<file path="src/rtl/vehicle_pin_driver.sv">
// Vehicle/terminal model feeding controlador: raises arrival sensor A, shifts a PIN out on C/D,
// waits for the gate (Aguja), then walks the vehicle past sensor B. Retries on timeout, aborts on alarm/lock.
module vehicle_pin_driver #(
  parameter int PIN_BITS    = 16,
  parameter int TIMEOUT     = 32,
  parameter int PASS_CYCLES = 4,
  parameter int MAX_TRIES   = 3
) (
  input  logic                clock,
  input  logic                reset,
  input  logic                start,
  input  logic [PIN_BITS-1:0] pin,
  input  logic                Aguja,
  input  logic                Bloqueo,
  input  logic                Alarma,
  output logic                A,
  output logic                B,
  output logic                C,
  output logic                D,
  output logic                busy,
  output logic                done,
  output logic                fail,
  output logic [1:0]          tries
);

  localparam int IW = (PIN_BITS > 1) ? $clog2(PIN_BITS) : 1;
  localparam int TW = $clog2(TIMEOUT + 1);
  localparam int PW = (PASS_CYCLES > 1) ? $clog2(PASS_CYCLES) : 1;

  typedef enum logic [2:0] {IDLE, ARRIVE, SEND, WAIT_GATE, PASS, FINISH} state_t;

  state_t              state;
  logic [PIN_BITS-1:0] pin_q;
  logic [PIN_BITS-1:0] shift_q;
  logic [IW-1:0]       idx;
  logic [TW-1:0]       timer;
  logic [PW-1:0]       pcnt;
  logic                abort;

  always_comb begin
    abort = Alarma | Bloqueo;
  end

  always_ff @(posedge clock) begin
    if (reset) begin
      state   <= IDLE;
      pin_q   <= '0;
      shift_q <= '0;
      idx     <= '0;
      timer   <= '0;
      pcnt    <= '0;
      A       <= 1'b0;
      B       <= 1'b0;
      C       <= 1'b0;
      D       <= 1'b0;
      busy    <= 1'b0;
      done    <= 1'b0;
      fail    <= 1'b0;
      tries   <= '0;
    end else begin
      done <= 1'b0;
      fail <= 1'b0;
      unique case (state)
        IDLE: begin
          if (start) begin
            pin_q <= pin;
            tries <= '0;
            A     <= 1'b1;
            busy  <= 1'b1;
            state <= ARRIVE;
          end
        end
        ARRIVE: begin
          // Outputs are registered, so the first bit is loaded one state ahead.
          D       <= 1'b1;
          C       <= pin_q[PIN_BITS-1];
          shift_q <= pin_q << 1;
          idx     <= '0;
          state   <= SEND;
        end
        SEND: begin
          if (abort) begin
            A     <= 1'b0;
            C     <= 1'b0;
            D     <= 1'b0;
            fail  <= 1'b1;
            state <= FINISH;
          end else if (idx == IW'(PIN_BITS - 1)) begin
            C     <= 1'b0;
            D     <= 1'b0;
            timer <= '0;
            if (tries != 2'd3) tries <= tries + 2'd1;
            state <= WAIT_GATE;
          end else begin
            C       <= shift_q[PIN_BITS-1];
            shift_q <= shift_q << 1;
            idx     <= idx + 1'b1;
          end
        end
        WAIT_GATE: begin
          if (abort) begin
            A     <= 1'b0;
            fail  <= 1'b1;
            state <= FINISH;
          end else if (Aguja) begin
            A     <= 1'b0;
            B     <= 1'b1;
            pcnt  <= '0;
            state <= PASS;
          end else if (timer == TW'(TIMEOUT - 1)) begin
            if (int'(tries) < MAX_TRIES) begin
              D       <= 1'b1;
              C       <= pin_q[PIN_BITS-1];
              shift_q <= pin_q << 1;
              idx     <= '0;
              state   <= SEND;
            end else begin
              A     <= 1'b0;
              fail  <= 1'b1;
              state <= FINISH;
            end
          end else begin
            timer <= timer + 1'b1;
          end
        end
        PASS: begin
          if (pcnt == PW'(PASS_CYCLES - 1)) begin
            B     <= 1'b0;
            done  <= 1'b1;
            state <= FINISH;
          end else begin
            pcnt <= pcnt + 1'b1;
          end
        end
        FINISH: begin
          busy  <= 1'b0;
          state <= IDLE;
        end
        default: state <= IDLE;
      endcase
    end
  end

endmodule

</file>
<file path="config.mk">
export PLATFORM = sky130hd
export DESIGN_NAME = vehicle_pin_driver
export DESIGN_NICKNAME = d
export VERILOG_FILES = /design/src/rtl/vehicle_pin_driver.sv
export SDC_FILE = /design/constraint.sdc
export NUM_CORES = 1
export LEC_CHECK = 0
export CORE_MARGIN = 4
export CORE_UTILIZATION = 50
export CTS_CLUSTER_SIZE = 25
export DETAILED_ROUTE_END_ITERATION = 6
export PLACE_DENSITY = 0.84
export SYNTH_ARGS = -nofsm -noshare
export SYNTH_HDL_FRONTEND = slang
export SYNTH_SLANG_ARGS = --single-unit
</file>
<file path="constraint.sdc">
create_clock -name clock -period 2.4 [get_ports clock]
set_input_delay 0.6 -clock clock [delete_from_list [all_inputs] [get_ports clock]]
set_output_delay 0.6 -clock clock [all_outputs]
set_load 0.01 [all_outputs]
</file>
Yosys cells after proc, flatten, opt, wreduce, memory -nomap -nowiden:

Index checks and enable logic that the tools add are counted.

* input port bits: 22
* word-level logic and storage cells: 137
* register bits after elaboration: 56
* output and inout port bits: 9

* bitwise logic cells: 2
* eq/ne operators: 26
* order comparisons: 1
* $add $sub $neg: 4
* multiplexer cells: 71
* reductions and logical operators: 19

Operators by type and width (count)
* $mux 16: 6
* $pmux 16 s3: 1
* $mux 6: 5
* $ne 2x2->1 const B: 15
* $mux 1: 27
* $mux 3: 8
* $mux 4: 6
* $pmux 3 s5: 1
* $reduce_and 5->1: 3
* $mux 2: 7
* $pmux 4 s3: 1
* $pmux 6 s2: 1
* $reduce_and 4->1: 3
* $reduce_and 6->1: 2
* $pmux 1 s3: 3
* $ne 4x4->1 const B: 2
* $pmux 2 s2: 2
* $reduce_bool 2->1: 4
* $reduce_and 7->1: 1
* $add 6x1->6 const B: 1
* $eq 3x2->1 const B: 2
* $eq 3x3->1 const B: 2
* $eq 6x5->1 const B: 1
* $pmux 1 s2: 3
* other kinds (13): 16

Logic depth before layout (Yosys ltp):

* word-level depth: 6
* gate-level depth with buffers: 7
* depth with buffers taken out: 5

Worst setup path after synthesis:

No wires, ideal clock.

* path kind: in2reg
* start point: input port Aguja
* end point: register shift_q[1]
* setup slack: 165 ps
* stages on the path: 7
* path buffers: 3
* arrival time: 2163 ps
* required time: 2328 ps
* library setup time: 72 ps
* cells stage by stage: clkbuf_2 or4_4 o311ai_4 and3_1 buf_4 buf_6 mux2i_1

* longest elaborated chain between the ends: 2

RTL lines
* start: declaration: RTL line 13 `input logic Aguja,`
* $ne 2x2->1 (no source line)
* $reduce_and 7->1 (no source line)
* end signal: assignment: RTL line 77 `shift_q <= pin_q << 1;`
* end signal: assignment: RTL line 96 `shift_q <= shift_q << 1;`
* end signal: assignment: RTL line 114 `shift_q <= pin_q << 1;`
* end: declaration: RTL line 34 `logic [PIN_BITS-1:0] shift_q;`

No other way between the ends.
A chain may end at the register's enable or synchronous reset.

Worst setup path in the final report:

* start point: input port Bloqueo
* end point: register shift_q[14]

* longest elaborated chain between the ends: 3
* elaborated cells between the ends (all ways): 4
* those cells by class: eq/ne: 2; bitwise: 1; reduce/logical: 1

RTL lines
* start: declaration: RTL line 14 `input logic Bloqueo,`
* $or 1x1->1 (*): RTL line 41 `abort = Alarma | Bloqueo;`
* $ne 2x2->1 (no source line)
* $reduce_and 7->1 (no source line) (*)

Mark *: on every way between the ends. The rest lies on a longest branch, timed or not.

==> key figures <==
Finish
  – Commonest cells after routing, fill and taps aside: nand2_1 (72), dfxtp_1 (55), a21oi_1 (31)
  – Share of post-route cells with drive strength above 1: 0.102
  – Synthesis-to-layout area growth: 20.6%
  – Leading cell type in the layout, fill and taps excluded: nand2_1
  – Fin nets: about 370
  – Design area: slightly above 3000 um2
  – Diodes inserted: 0

Timing
  – Final setup violation count: 0
  – Rel. slew slack: 0.582
  – Fmax: ~440 MHz
  – Final WS setup: between 0.1 and 0.15 ns
  – Setup tns final: 0 ns
  – RSZ-0062 raised after global routing: false
  – Hold Fails Final Rpt: 0
  – Crit share post-route: 0.950
  – Min Tclk post-route: about 2.3 ns
  – Max-slew violation count: 0
  – Slew @ Worst Pin: between 0.6 and 0.7 ns
  – Fin Clk Skew: 0.00284 ns

Synthesis
  – Post-synth top area share: 0.428
  – Synth top area cells: dfxtp_1 (43%), nand2_1 (11%), a311oi_1 (6.8%)
  – Number of synthesized flops with an enable pin: 0
  – Yosys reg bits: between 50 and 60
  – Largest area contributor in the netlist: dfxtp_1
  – Synth Cell Area: roughly 2600 um2
  – Synth Warn #: 0
  – FFs w/ async S/R, synth: 0
  – Sequential cell area fraction in the yosys report: 0.428
  – Syn avg cell area: around 8.3 um2
  – Synth cell types: 47
  – Synthesized Nets: around 340
  – Ys flop type: dfxtp_1
  – Cell count after synthesis: about 310

Min path
  – Worst min path class: reg -> reg

Clock tree
  – Maximum root-to-sink buffer count: 2
  – Clk_lat worst skew: 0.30 ns
  – CTS buffer count: 5
  – Clock root buffer master: clkbuf_8
  – CTS sink cnt: 55
  – CTS tree: done
  – Setup Fix Bufs, Post-CTS: 0
  – Post_cts resized: 0
  – CTS clk-pin slew, worst paths: approximately 0.09 ns
  – H-tree depth: 2
  – Post-CTS Hold Buffers: 0

Floorplan
  – Row count: 25
  – Area of the core: between 4000 and 5000 um2
  – Starting Density: 0.531
  – Ports: 31
  – Die width: about 80 um
  – Die Y: between 70 and 80 um
  – Die area: ~6400 um2

Placement
  – IO buf count: 30
  – Placed inst area: between 3000 and 4000 um2
  – Placer Congestion: 0.784
  – Post-detailed-placement half-perimeter wirelength: approximately 4200 um
  – Pre-CTS setup slack: -0.173 ns

Global routing
  – Met2 Resource Use GR: 0.325
  – GRT met1 Usage: 0.260
  – Tot GR Track Use: 0.196
  – GRT overflow: 0
  – Largest net degree at the start of global routing: 35
  – Initial antenna violation count: 0
  – First-pass GRT wire length: just over 10,000 um
  – Vias in the first global route: approximately 2,200
  – Grt peak-use layer: met2
  – M3 GR Usage: 0.0316

Outcome
  – Status: complete, no violations

Worst setup path
  – Required @ worst endpoint: about 2.6 ns
  – Crit path DAT: about 2.5 ns
  – CP Class: in -> reg
  – Critical Path End Type: flop
  – CP Launch Type: primary input
  – Max FO, Critical Path: 15

Detailed routing
  – 1st-iter DRT viols: 274
  – Number of detailed-route iterations in the first pass: 4
  – DRC viols: 0
  – ANT nets after route: 0
  – Total Routed Length: 5950 um
  – Routed vias/inst: 5.93
  – Routed wire length per instance: around 15 um
  – Via count: 2,431

Power
  – Pwr Total: 3.15 mW
  – IR drop worst, VDD: between 0.0007 and 0.0008 V
  – PD cells: 1020 nW/um2
  – Pleak: between 1 and 1.5 nW

Job
  – Max_cap viols: 0
[area by class of cell]
type	instances	area [um2]
Sequential cell	55	1100
Clock buffer	7	86.3
Inverter	4	15.0
Fill cell	418	1740
Tap cell	67	83.8
Multi-Input combinational cell	228	1350
Clock inverter	1	8.76
Timing Repair Buffer	48	455
[worst paths after layout]
check	start	to	slack (ns)	cells past startpoint
setup / recovery	Bloqueo	shift_q[14]$_SDFFE_PP0P_	0.12	6
hold / removal	pin_q[9]$_SDFFE_PP0P_	pin_q[9]$_SDFFE_PP0P_	0.46	2
setup reg to reg	tries[0]$_SDFFE_PP0P_	shift_q[14]$_SDFFE_PP0P_	0.32	6
hold reg to reg	pin_q[9]$_SDFFE_PP0P_	pin_q[9]$_SDFFE_PP0P_	0.46	2
[per-stage QoR]
| step | std cells | hold WS [ns] | util |
|---|---|---|---|
| 3_3_place_gp | 402 | 0.445 | 0.621 |
| 2_1_floorplan | 311 | 0.436 | - |
| 4_1_cts | 410 | 0.463 | 0.640 |
| 3_5_place_dp | 402 | 0.449 | 0.621 |
| 5_1_grt | 410 | 0.483 | 0.640 |
| 6_report | 410 | 0.461 | 0.640 |
[registers in the layout (all words and copies together), names as in the netlist, 2 cells and up]
register and cells:
idx 4, pcnt 2, pin_q 16, shift_q 15, state 3, timer 6
tries 2
[metal layers]
| metal | up-vias | wire length [um] |
|---|---|---|
| met1 | 1143 | 2760 |
| met3 | 7 | 326 |
| met2 | 74 | 2790 |
| met4 | 0 | 72 |
| met5 | - | 0 |
| li1 | 1207 | - |
[critical path, stage by stage]
cell and delay (ns):
clkdlybuf4s50_1 0.42, or4_4 0.56, o311ai_4 0.25, buf_4 0.26, a31oi_1 0.12, a311oi_1 0.27
[cell usage after synthesis, drive strengths merged (2+ instances only)]
library cell	n
a2111oi	2
a211oi	3
a21oi	31
a311oi	20
a31oi	17
a41oi	3
and3	4
and3b	2
buf	7
clkbuf	17
dfxtp	55
ha	4
inv	4
mux2i	3
nand2	72
nand2b	7
nand3	9
nand3b	3
nand4	2
nor2	8
nor2b	2
nor3	2
o211ai	3
o21ai	9
o31ai	2
or3	4
or4	2
[kinds of logic (layout without fill, tap and decap cells)]
group                    Yosys count  in the layout  synth area share
adder cells (fa/ha/maj)            4              4            0.0194
buffers and inverters             28             60            0.0481
flip-flops                        55             55             0.428
AO/OA/AOI/OAI                     97             97             0.264
multiplexers                       3              3            0.0117
AND/OR/NAND/NOR                  124            124             0.229
[report_power, final]
| part | total, mW | internal [mW] | switching [mW] |
|---|---|---|---|
| registers | 1.34 | 1.15 | 0.190 |
| clock network | 0.531 | 0.237 | 0.294 |
| logic | 1.29 | 0.565 | 0.722 |
| total | 3.15 | 1.95 | 1.21 |
No activity file was read; power rests on OpenSTA's default activity.
